==> config.mk <==
export PLATFORM = sky130hd
export DESIGN_NAME = dmi_uart_tap
export DESIGN_NICKNAME = d
export VERILOG_FILES = /design/src/rtl/uart_pkg.sv /design/src/rtl/dmi_uart_tap.sv
export SDC_FILE = /design/constraint.sdc
export NUM_CORES = 1
export LEC_CHECK = 0
export ABC_AREA = 1
export CAP_MARGIN = 25
export CORE_ASPECT_RATIO = 1.2
export CORE_MARGIN = 2
export CORE_UTILIZATION = 60
export DETAILED_ROUTE_END_ITERATION = 12
export DONT_BUFFER_PORTS = 1
export GPL_TIMING_DRIVEN = 0
export PLACE_DENSITY = 0.75
export SETUP_SLACK_MARGIN = 0.2
export SLEW_MARGIN = 20
export SYNTH_ARGS = -nofsm -noshare
export SYNTH_HDL_FRONTEND = slang
export SYNTH_SLANG_ARGS = --single-unit
==> constraint.sdc <==
create_clock -name CLK_I -period 2.15 [get_ports CLK_I]
set_input_delay 0.43 -clock CLK_I [delete_from_list [all_inputs] [get_ports CLK_I]]
set_output_delay 0.43 -clock CLK_I [all_outputs]
set_load 0.01 [all_outputs]
==> src/rtl/uart_pkg.sv <==
// uart_pkg: constants shared by the UART-side DMI test access port.
//   IRLENGTH      : width of a DMI/DTM register address inside a command byte
//   CMD_*         : 3-bit command codes carried in the top bits of a command byte
//   ADDR_*        : well-known DTM register addresses
//   ST_*          : tap FSM state encodings
//   dtmcs_merge() : folds the live DMI error status into a captured DTMCS word
package uart_pkg;

    localparam int IRLENGTH = 5;

    localparam logic [2:0] CMD_NOP       = 3'd0;
    localparam logic [2:0] CMD_READ      = 3'd1;
    localparam logic [2:0] CMD_WRITE     = 3'd2;
    localparam logic [2:0] CMD_RESET     = 3'd3;
    localparam logic [2:0] CMD_CONT_READ = 3'd4;

    localparam logic [IRLENGTH-1:0] ADDR_IDCODE = 5'h01;
    localparam logic [IRLENGTH-1:0] ADDR_DTMCS  = 5'h10;
    localparam logic [IRLENGTH-1:0] ADDR_DMI    = 5'h11;

    localparam logic [2:0] ST_IDLE       = 3'd0;
    localparam logic [2:0] ST_READ_REQ   = 3'd1;
    localparam logic [2:0] ST_SEND_HDR   = 3'd2;
    localparam logic [2:0] ST_SEND_DATA  = 3'd3;
    localparam logic [2:0] ST_WRITE_RECV = 3'd4;
    localparam logic [2:0] ST_WRITE_REQ  = 3'd5;

    // DTMCS bits [11:10] report the DMI error status, which lives outside
    // the register block, so it is spliced in at capture time.
    function automatic logic [11:0] dtmcs_merge(input logic [11:0] low,
                                                input logic [1:0]  err);
        logic [11:0] r;
        r        = low;
        r[11:10] = err;
        return r;
    endfunction

endpackage

==> src/rtl/dmi_uart_tap.sv <==
// dmi_uart_tap: turns framed command bytes from a UART RX FIFO into DMI/DTM
// register reads and writes, and streams read results back over UART TX.
//
// Ports:
//   CLK_I, RST_NI                        clock, synchronous active-low reset
//   READ_O, DATA_REC_I, RX_EMPTY_I,
//   CMD_REC_I                            RX FIFO pop / head byte / status
//   TX_READY_I, WRITE_O, DATA_SEND_O,
//   SEND_COMMAND_O, COMMAND_O            UART transmit path
//   DMI_HARD_RESET_O                     one-cycle DMI hard reset pulse
//   DMI_ERROR_I                          DMI error status (into DTMCS reads)
//   WRITE_ADDRESS_O, WRITE_DATA_O,
//   WRITE_VALID_O, WRITE_READY_I         register write request channel
//   READ_ADDRESS_O, READ_DATA_I,
//   READ_VALID_I, READ_READY_O           register read channel
//   VALID_ADDRESS_I                      address whose data is fresh
//
// state        | meaning
// -------------+--------------------------------------------------------
// IDLE         | pop RX head; command bytes are dispatched, data dropped
// READ_REQ     | READ_READY_O high until register data is captured
// SEND_HDR     | transmit the read header command byte
// SEND_DATA    | transmit NB data bytes, LSB byte first
// WRITE_RECV   | pop NB data bytes into the write shift register
// WRITE_REQ    | WRITE_VALID_O high until WRITE_READY_I
module dmi_uart_tap
    import uart_pkg::*;
#(
    parameter int WIDTH = 41
) (
    input  logic                CLK_I,
    input  logic                RST_NI,
    output logic                READ_O,
    input  logic [7:0]          DATA_REC_I,
    input  logic                RX_EMPTY_I,
    input  logic                CMD_REC_I,
    input  logic                TX_READY_I,
    output logic                WRITE_O,
    output logic [7:0]          DATA_SEND_O,
    output logic                SEND_COMMAND_O,
    output logic [7:0]          COMMAND_O,
    output logic                DMI_HARD_RESET_O,
    input  logic [1:0]          DMI_ERROR_I,
    output logic [IRLENGTH-1:0] WRITE_ADDRESS_O,
    output logic [WIDTH-1:0]    WRITE_DATA_O,
    output logic                WRITE_VALID_O,
    input  logic                WRITE_READY_I,
    output logic [IRLENGTH-1:0] READ_ADDRESS_O,
    input  logic [WIDTH-1:0]    READ_DATA_I,
    input  logic                READ_VALID_I,
    output logic                READ_READY_O,
    input  logic [IRLENGTH-1:0] VALID_ADDRESS_I
);

    localparam int NB  = (WIDTH + 7) / 8;
    localparam int SRW = NB * 8;
    localparam int CW  = $clog2(NB + 1);

    logic [2:0]          state;
    logic [IRLENGTH-1:0] addr;
    logic                cont;
    logic                repeat_rd;
    logic [CW-1:0]       byte_cnt;
    logic [SRW-1:0]      shreg;
    logic                hard_reset;

    logic                cmd_at_head;
    logic                rd_accept;
    logic [WIDTH-1:0]    rd_cap;

    assign cmd_at_head = !RX_EMPTY_I && CMD_REC_I;

    // Repeats of a continuous read only accept data the register block
    // flags as refreshed for our address.
    assign rd_accept = READ_VALID_I && (!repeat_rd || (VALID_ADDRESS_I == addr));

    always_comb begin
        rd_cap = READ_DATA_I;
        if (addr == ADDR_DTMCS) begin
            rd_cap[11:0] = dtmcs_merge(READ_DATA_I[11:0], DMI_ERROR_I);
        end
    end

    always_ff @(posedge CLK_I) begin
        if (!RST_NI) begin
            state      <= ST_IDLE;
            addr       <= '0;
            cont       <= 1'b0;
            repeat_rd  <= 1'b0;
            byte_cnt   <= '0;
            shreg      <= '0;
            hard_reset <= 1'b0;
        end else begin
            hard_reset <= 1'b0;
            case (state)
                ST_IDLE: begin
                    if (cmd_at_head) begin
                        addr      <= DATA_REC_I[IRLENGTH-1:0];
                        repeat_rd <= 1'b0;
                        case (DATA_REC_I[7:IRLENGTH])
                            CMD_READ: begin
                                cont  <= 1'b0;
                                state <= ST_READ_REQ;
                            end
                            CMD_CONT_READ: begin
                                cont  <= 1'b1;
                                state <= ST_READ_REQ;
                            end
                            CMD_WRITE: begin
                                byte_cnt <= CW'(NB - 1);
                                state    <= ST_WRITE_RECV;
                            end
                            CMD_RESET: hard_reset <= 1'b1;
                            default: ;
                        endcase
                    end
                end
                ST_READ_REQ: begin
                    if (rd_accept) begin
                        shreg <= SRW'(rd_cap);
                        state <= ST_SEND_HDR;
                    end
                end
                ST_SEND_HDR: begin
                    if (TX_READY_I) begin
                        byte_cnt <= CW'(NB - 1);
                        state    <= ST_SEND_DATA;
                    end
                end
                ST_SEND_DATA: begin
                    if (TX_READY_I) begin
                        // zeros shift in, so the last byte's unused bits are 0
                        shreg <= shreg >> 8;
                        if (byte_cnt == '0) begin
                            // a pending command byte ends the loop; IDLE pops it
                            if (cont && !cmd_at_head) begin
                                repeat_rd <= 1'b1;
                                state     <= ST_READ_REQ;
                            end else begin
                                state <= ST_IDLE;
                            end
                        end else begin
                            byte_cnt <= byte_cnt - 1'b1;
                        end
                    end
                end
                ST_WRITE_RECV: begin
                    if (!RX_EMPTY_I) begin
                        if (CMD_REC_I) begin
                            state <= ST_IDLE;
                        end else begin
                            shreg <= (shreg >> 8) | (SRW'(DATA_REC_I) << (SRW - 8));
                            if (byte_cnt == '0) begin
                                state <= ST_WRITE_REQ;
                            end else begin
                                byte_cnt <= byte_cnt - 1'b1;
                            end
                        end
                    end
                end
                ST_WRITE_REQ: begin
                    if (WRITE_READY_I) begin
                        state <= ST_IDLE;
                    end
                end
                default: state <= ST_IDLE;
            endcase
        end
    end

    assign READ_O = RST_NI && !RX_EMPTY_I &&
                    ((state == ST_IDLE) || ((state == ST_WRITE_RECV) && !CMD_REC_I));

    assign READ_READY_O   = (state == ST_READ_REQ);
    assign READ_ADDRESS_O = (state == ST_READ_REQ) ? addr : '0;

    assign SEND_COMMAND_O = (state == ST_SEND_HDR);
    assign COMMAND_O      = (state == ST_SEND_HDR) ? {CMD_READ, addr} : 8'h00;
    assign DATA_SEND_O    = (state == ST_SEND_DATA) ? shreg[7:0] : 8'h00;
    assign WRITE_O        = TX_READY_I && ((state == ST_SEND_HDR) || (state == ST_SEND_DATA));

    assign WRITE_VALID_O   = (state == ST_WRITE_REQ);
    assign WRITE_ADDRESS_O = (state == ST_WRITE_REQ) ? addr : '0;
    assign WRITE_DATA_O    = (state == ST_WRITE_REQ) ? shreg[WIDTH-1:0] : '0;

    assign DMI_HARD_RESET_O = hard_reset;

endmodule

==> results.md, run 1 <==
* Yosys reg bits at 62
* Hold Fails Final Rpt at 0
* R2R Path End: shreg[5]
* NetSw at 1.42 mW
* Setup crit end kind: primary output
* Core Area at 6410 um^2
* Clk_skew at 0.00824 ns
* Largest net degree at the start of global routing at 13
* Worst path cell trace: nand2_2 > nor2_4 > inv_2 > clkbuf_16 > clkbuf_16 > nor2_4
* ANT nets after route at 0
* Largest stage delay on the critical path at 0.38 ns
* Synthesized instance count at 651
* Clock sinks at 62
* Placer Congestion at 0.910
* Reg-to-reg startpoint: addr[1]
* Sequential Power Share at 0.389
* Setup violators final at 0
* Die footprint at 7240 um^2
* Htree depth at 3
* Vias in the first global route at 3,882
* Final cycle utilization of the critical path at 0.912
* Util after Layout at 0.750
* CP Class: register to primary output
* Req. time, crit path at 1.72 ns
* Logic pwr share at 0.342
* Cell row count at 32
* Critical path arrival at 1.53 ns
* Clk_lat worst skew at 0.34 ns
* DRC Markers at 0
* CP max-delay cell: dfxtp_2
* Die H at 92.8 um
* Period minus WS final at 1.96 ns
* Port-buffer cells at 0
* Initial antenna violation count at 0
* Cells on Worst Hold Path at 2
* Area grow syn2layout at 21.9%
* Worst Setup Start Kind: register
* Run status: finished, final reports clean
* Max FO, Critical Path at 8
* Maximum ir drop on the vdd rail at 0.597 mV
* Reg2Reg Depth at 12
* Die width at 78 um
* Clk network pwr share at 0.269
* Pleak at 2.00 nW
* Pre-antenna DRT Iters at 5
* Hold-fix buffers, CTS at 0
* Unrepaired setup endpoints after global routing: yes
* # nets final at 733
* Clk pin slew, worst setup/hold paths at 0.07 ns
* Power Dens Cells at 793 nW/um^2
* DR iter-0 viols at 303
* Synth Area per Inst at 6.06 um^2
* Commonest non-fill, non-tap cell in the layout: nand2_1
* Vias/cell at 5.50
* Sequential fraction of the synthesis area at 0.315
* Total power at 3.81 mW
* I/O pins at 136
* P_int at 2.39 mW
* Overflow after GRT at 0
* Max Slew Vio Count at 0
* WL final at 11.6 mm
* Overall Global Routing Usage at 0.310
* Starting density of the core at 0.615
* Layout cells sized above 1 at 0.177
* Non-Filler Cell Area, Final at 4810 um^2
* Worst Hold Class: primary input to register
* CTS max path bufs at 2
* Placed inst area at 4050 um^2
* Mapped cell area at 3940 um^2
* Avg WL per Cell at 15.3 um
* Ys Warns at 0
* Dpl hpwl at 8.14 mm
* Switching Share at 0.373
* # fillers at 531
* CTS tree: done
* WHS at 0.244 ns
* Hold Path Origin: DATA_REC_I[5]
* R2R Setup Slk at 0.32 ns
* Max Freq at 510 MHz
* Synth unique cells at 30
* First-pass GRT wire length at 18.0 mm
* CTS buffer count at 9
* Most frequent cells in the layout: 146 x nand2_1, 95 x nor2_1, 72 x inv_1
* Via count at 4,160
* Ant. Diodes at 0
* Hold-critical path endpoint: DMI_HARD_RESET_O
* Max-cap violations at 0
* CTS root buffer: clkbuf_8
[registers in the layout (all words and copies together), names as in the netlist]
name and flops:
addr 5, shreg 48, cont 1, state 3, DMI_HARD_RESET_O 1, byte_cnt 3, repeat_rd 1
[per-stage QoR]
stage / setup TNS (ns) / setup WS, ns / cells
finish: 0 / 0.189 / 757
global route: 0 / 0.130 / 757
CTS: 0 / 0.172 / 754
detailed placement: -0.0284 / -0.0125 / 737
global placement: 0 / 0.0391 / 737
floorplan: 0 / 0.414 / 652
[Yosys cell counts (all sizes together)]
master | n | area, um^2
a211oi | 1 | 7.51
ha | 2 | 25.0
a22o | 1 | 8.76
o21ai | 42 | 210
conb | 1 | 3.75
xnor2 | 1 | 8.76
nor3 | 2 | 10.0
nand3 | 17 | 90.1
o31ai | 1 | 7.51
a21oi | 60 | 312
buf | 28 | 214
nand2 | 149 | 564
nand4 | 2 | 12.5
clkbuf | 17 | 63.8
o22ai | 2 | 12.5
nor2 | 143 | 547
o211ai | 1 | 7.51
inv | 79 | 297
dfxtp | 62 | 1240
nand3b | 40 | 300
[power groups by stage]
| stage | combinational (mW) | sequential (mW) | clock [mW] |
|---|---|---|---|
| floorplan | 0.936 | 1.47 | 0 |
| detailed placement | 1.15 | 1.50 | 0 |
| finish | 1.30 | 1.48 | 1.02 |
| CTS | 1.25 | 1.48 | 1.02 |
| global route | 1.46 | 1.50 | 1.07 |
| global placement | 1.13 | 1.49 | 0 |
[cells by family after synthesis]
| family | Yosys count | share of synthesized area |
|---|---|---|
| compound gates | 108 | 0.143 |
| simple gates | 353 | 0.387 |
| xor+xnor | 1 | 0.00222 |
| other cells | 1 | 0.000951 |
| buf+inv | 124 | 0.146 |
| flops | 62 | 0.315 |
| fa+ha+maj | 2 | 0.00635 |
[area by class of cell]
class	count	area [um^2]	share of cell area
Tap cell	85	106	0.0221
Inverter	79	297	0.0617
Multi-Input combinational cell	466	2470	0.513
Buffer	45	400	0.0833
Clock buffer	11	141	0.0294
Sequential cell	62	1250	0.260
Clock inverter	4	47.5	0.00989
Timing Repair Buffer	5	101	0.0211
[worst max-delay path, delay by kind of cell, from the launching register on]
kind	cells	cell delay, ns
buffers and inverters	3	0.46
DFF	1	0.38
and+or+nand+nor	3	0.34
[layer usage]
layer,GRT usage,share of wire,up-vias
li1,-,-,2058
met1,0.375,0.42,1920
met2,0.556,0.50,167
met3,0.0536,0.063,15
met4,0.0980,0.015,0
met5,0,0,-
[worst max-delay path by stage]
stage                        start                to
after floorplan           state[2]  WRITE_DATA_O[10]
after global placement    state[1]  WRITE_DATA_O[33]
after detailed placement  state[1]  WRITE_DATA_O[33]
after CTS                 state[1]  WRITE_DATA_O[33]
after global routing      state[0]            READ_O
final                     state[0]  WRITE_DATA_O[23]
[what timing repair did]
action,CTS,global route
pin swaps,1,2
cloned,2,3
endpoints found under the setup margin,65,96
setup buffers,0,0
gates resized for setup,103,38
Note: power is estimated with default switching activity, not from simulation.
==> inputs of run 2 (changes only) <==
--- a/config.mk
+++ b/config.mk
@@ -6,7 +6,7 @@
 export NUM_CORES = 1
 export LEC_CHECK = 0
 export ABC_AREA = 1
-export CAP_MARGIN = 25
+export CAP_MARGIN = 20
 export CORE_ASPECT_RATIO = 1.2
 export CORE_MARGIN = 2
 export CORE_UTILIZATION = 60
==> results of run 2 <==
No change in the layout: final DEF, timing and power equal those of run 1.
==> inputs of run 3 (changes only) <==
--- a/config.mk
+++ b/config.mk
@@ -14,8 +14,10 @@
 export DONT_BUFFER_PORTS = 1
 export GPL_TIMING_DRIVEN = 0
 export PLACE_DENSITY = 0.75
+export REMOVE_ABC_BUFFERS = 1
 export SETUP_SLACK_MARGIN = 0.2
 export SLEW_MARGIN = 20
 export SYNTH_ARGS = -nofsm -noshare
 export SYNTH_HDL_FRONTEND = slang
 export SYNTH_SLANG_ARGS = --single-unit
+export TNS_END_PERCENT = 1
==> results.md, run 3 (synthesis results as in run 1) <==
* Run status: finished, final reports clean
* Least-Margin Pin Slew at 0.513 ns
* Overall Global Routing Usage at 0.260
* Clock sinks at 62
* Util after Layout at 0.662
* Fin Setup TNS at 0 ns
* Die width at 78 um
* # nets final at 698
* Sequential Power Share at 0.404
* I/O pins at 136
* Pleak at 1.83 nW
* Register area at 1240 um^2
* Worst relative slew slack at 0.658
* Initial antenna violation count at 0
* Reg2Reg Depth at 10
* Dpl hpwl at 6.13 mm
* Die H at 92.8 um
* Largest Register: shreg
* Non-Filler Cell Area, Final at 4240 um^2
* Period minus WS final at 2.01 ns
* Cells on Worst Hold Path at 2
* Critical path arrival at 1.58 ns
* Max Freq at 497 MHz
* Clk_lat worst skew at 0.34 ns
* Vias/cell at 5.34
* Die footprint at 7240 um^2
* Clk network pwr share at 0.275
* Overflow after GRT at 0
* Maximum ir drop on the vdd rail at 0.517 mV
* Core Area at 6410 um^2
* Max FO, Critical Path at 8
* # fillers at 623
* Clk_skew at 0.00604 ns
* Pre-antenna DRT Iters at 5
* CTS max path bufs at 2
* CP Class: register to primary output
* Vias in the first global route at 3,478
* DRC Markers at 0
* Logic pwr share at 0.320
* Setup crit end kind: primary output
* Setup violators final at 0
* Htree depth at 3
* Largest regs: shreg x48, addr x5
* CTS root buffer: clkbuf_8
* Cell row count at 32
* Ant. Diodes at 0
* Total power at 3.65 mW
* Max-cap violations at 0
* WHS at 0.208 ns
* Max reg flops at 48
* Placer Congestion at 0.879
* Layout cells sized above 1 at 0.0832
* Final cycle utilization of the critical path at 0.936
* Req. time, crit path at 1.72 ns
* Unrepaired setup endpoints after global routing: yes
* P_int at 2.38 mW
* NetSw at 1.27 mW
* Commonest non-fill, non-tap cell in the layout: nand2_1
* DR iter-0 viols at 187
* CTS buffer count at 9
* Avg WL per Cell at 13.5 um
* WL final at 9.74 mm
* Largest net degree at the start of global routing at 60
* Multi-input logic area at 2220 um^2
* ANT nets after route at 0
* Placed inst area at 3920 um^2
* Clk pin slew, worst setup/hold paths at 0.07 ns
* Most frequent cells in the layout: 144 x nand2_1, 134 x nor2_1, 74 x inv_1
* Switching Share at 0.347
* First-pass GRT wire length at 15.3 mm
* Worst Setup Start Kind: register
* Hold Fails Final Rpt at 0
* Port-buffer cells at 0
* Area grow syn2layout at 7.62%
* CTS tree: done
* Via count at 3,854
* Starting density of the core at 0.615
* Power Dens Cells at 861 nW/um^2
* Worst Hold Class: primary input to register
* Max Slew Vio Count at 0
==> run 3: changes by cell type in the layout (fill, tap and decap cells not counted), moves of 4 or more <==
cell       delta
nor2_1       +39
nor2_4       -39
buf_6        -11
buf_2         -8
clkbuf_1      -7
clkbuf_2      -7
clkbuf_16     -4
inv_2         -4
==> run 3: metrics by stage <==
stage,worst slack [ns],cells
after floorplan,-0.516,607
after global placement,-1.30,692
final,0.137,722
after CTS,0.109,716
after detailed placement,-0.170,698
after global routing,0.0349,722
==> run 3: final timing paths <==
path	to	startpoint	slack, ns
hold reg to reg	byte_cnt[0]	byte_cnt[0]	0.43
setup / recovery	READ_ADDRESS_O[2]	state[1]	0.14
setup reg to reg	shreg[0]	state[1]	0.20
hold / removal	shreg[5]	RST_NI	0.21
==> run 3: per-layer routing <==
layer,vias to the layer above,share of wire,global-route usage
met3,11,0.066,0.0565
met5,-,0,0
li1,1995,-,-
met4,0,0.012,0.0877
met2,124,0.49,0.455
met1,1724,0.43,0.314
==> run 3: cell type report <==
class,count,area share
sequential,62,0.293
tap,85,0.0251
timing repair buffer,12,0.0433
clock buffer,11,0.0333
inverter,79,0.0717
multi-input combinational,469,0.522
clock inverter,4,0.0112
==> run 3: repair_timing <==
item / 4_1_cts / 5_1_grt
resized for setup: 5 / 15
pin swaps: 1 / 4
hold buffers: 0 / 0
cloned: 1 / 3
buffers inserted: 2 / 3
setup endpoints to repair: 118 / 114
==> run 3: worst max-delay path, cell delays in order, from the launching register on <==
cell,delay (ns)
dfxtp_1,0.32
inv_1,0.10
nand2_2,0.10
nor2_4,0.38
inv_4,0.13
nor2_1,0.21
==> run 3: power by group through the flow <==
stage / clock network [mW] / registers [mW] / logic, mW
final: 1.01 / 1.48 / 1.17
after global routing: 1.07 / 1.50 / 1.34
after CTS: 1.03 / 1.47 / 1.10
after detailed placement: 0 / 1.50 / 1.07
after global placement: 0 / 1.49 / 0.959
after floorplan: 0 / 1.47 / 0.813
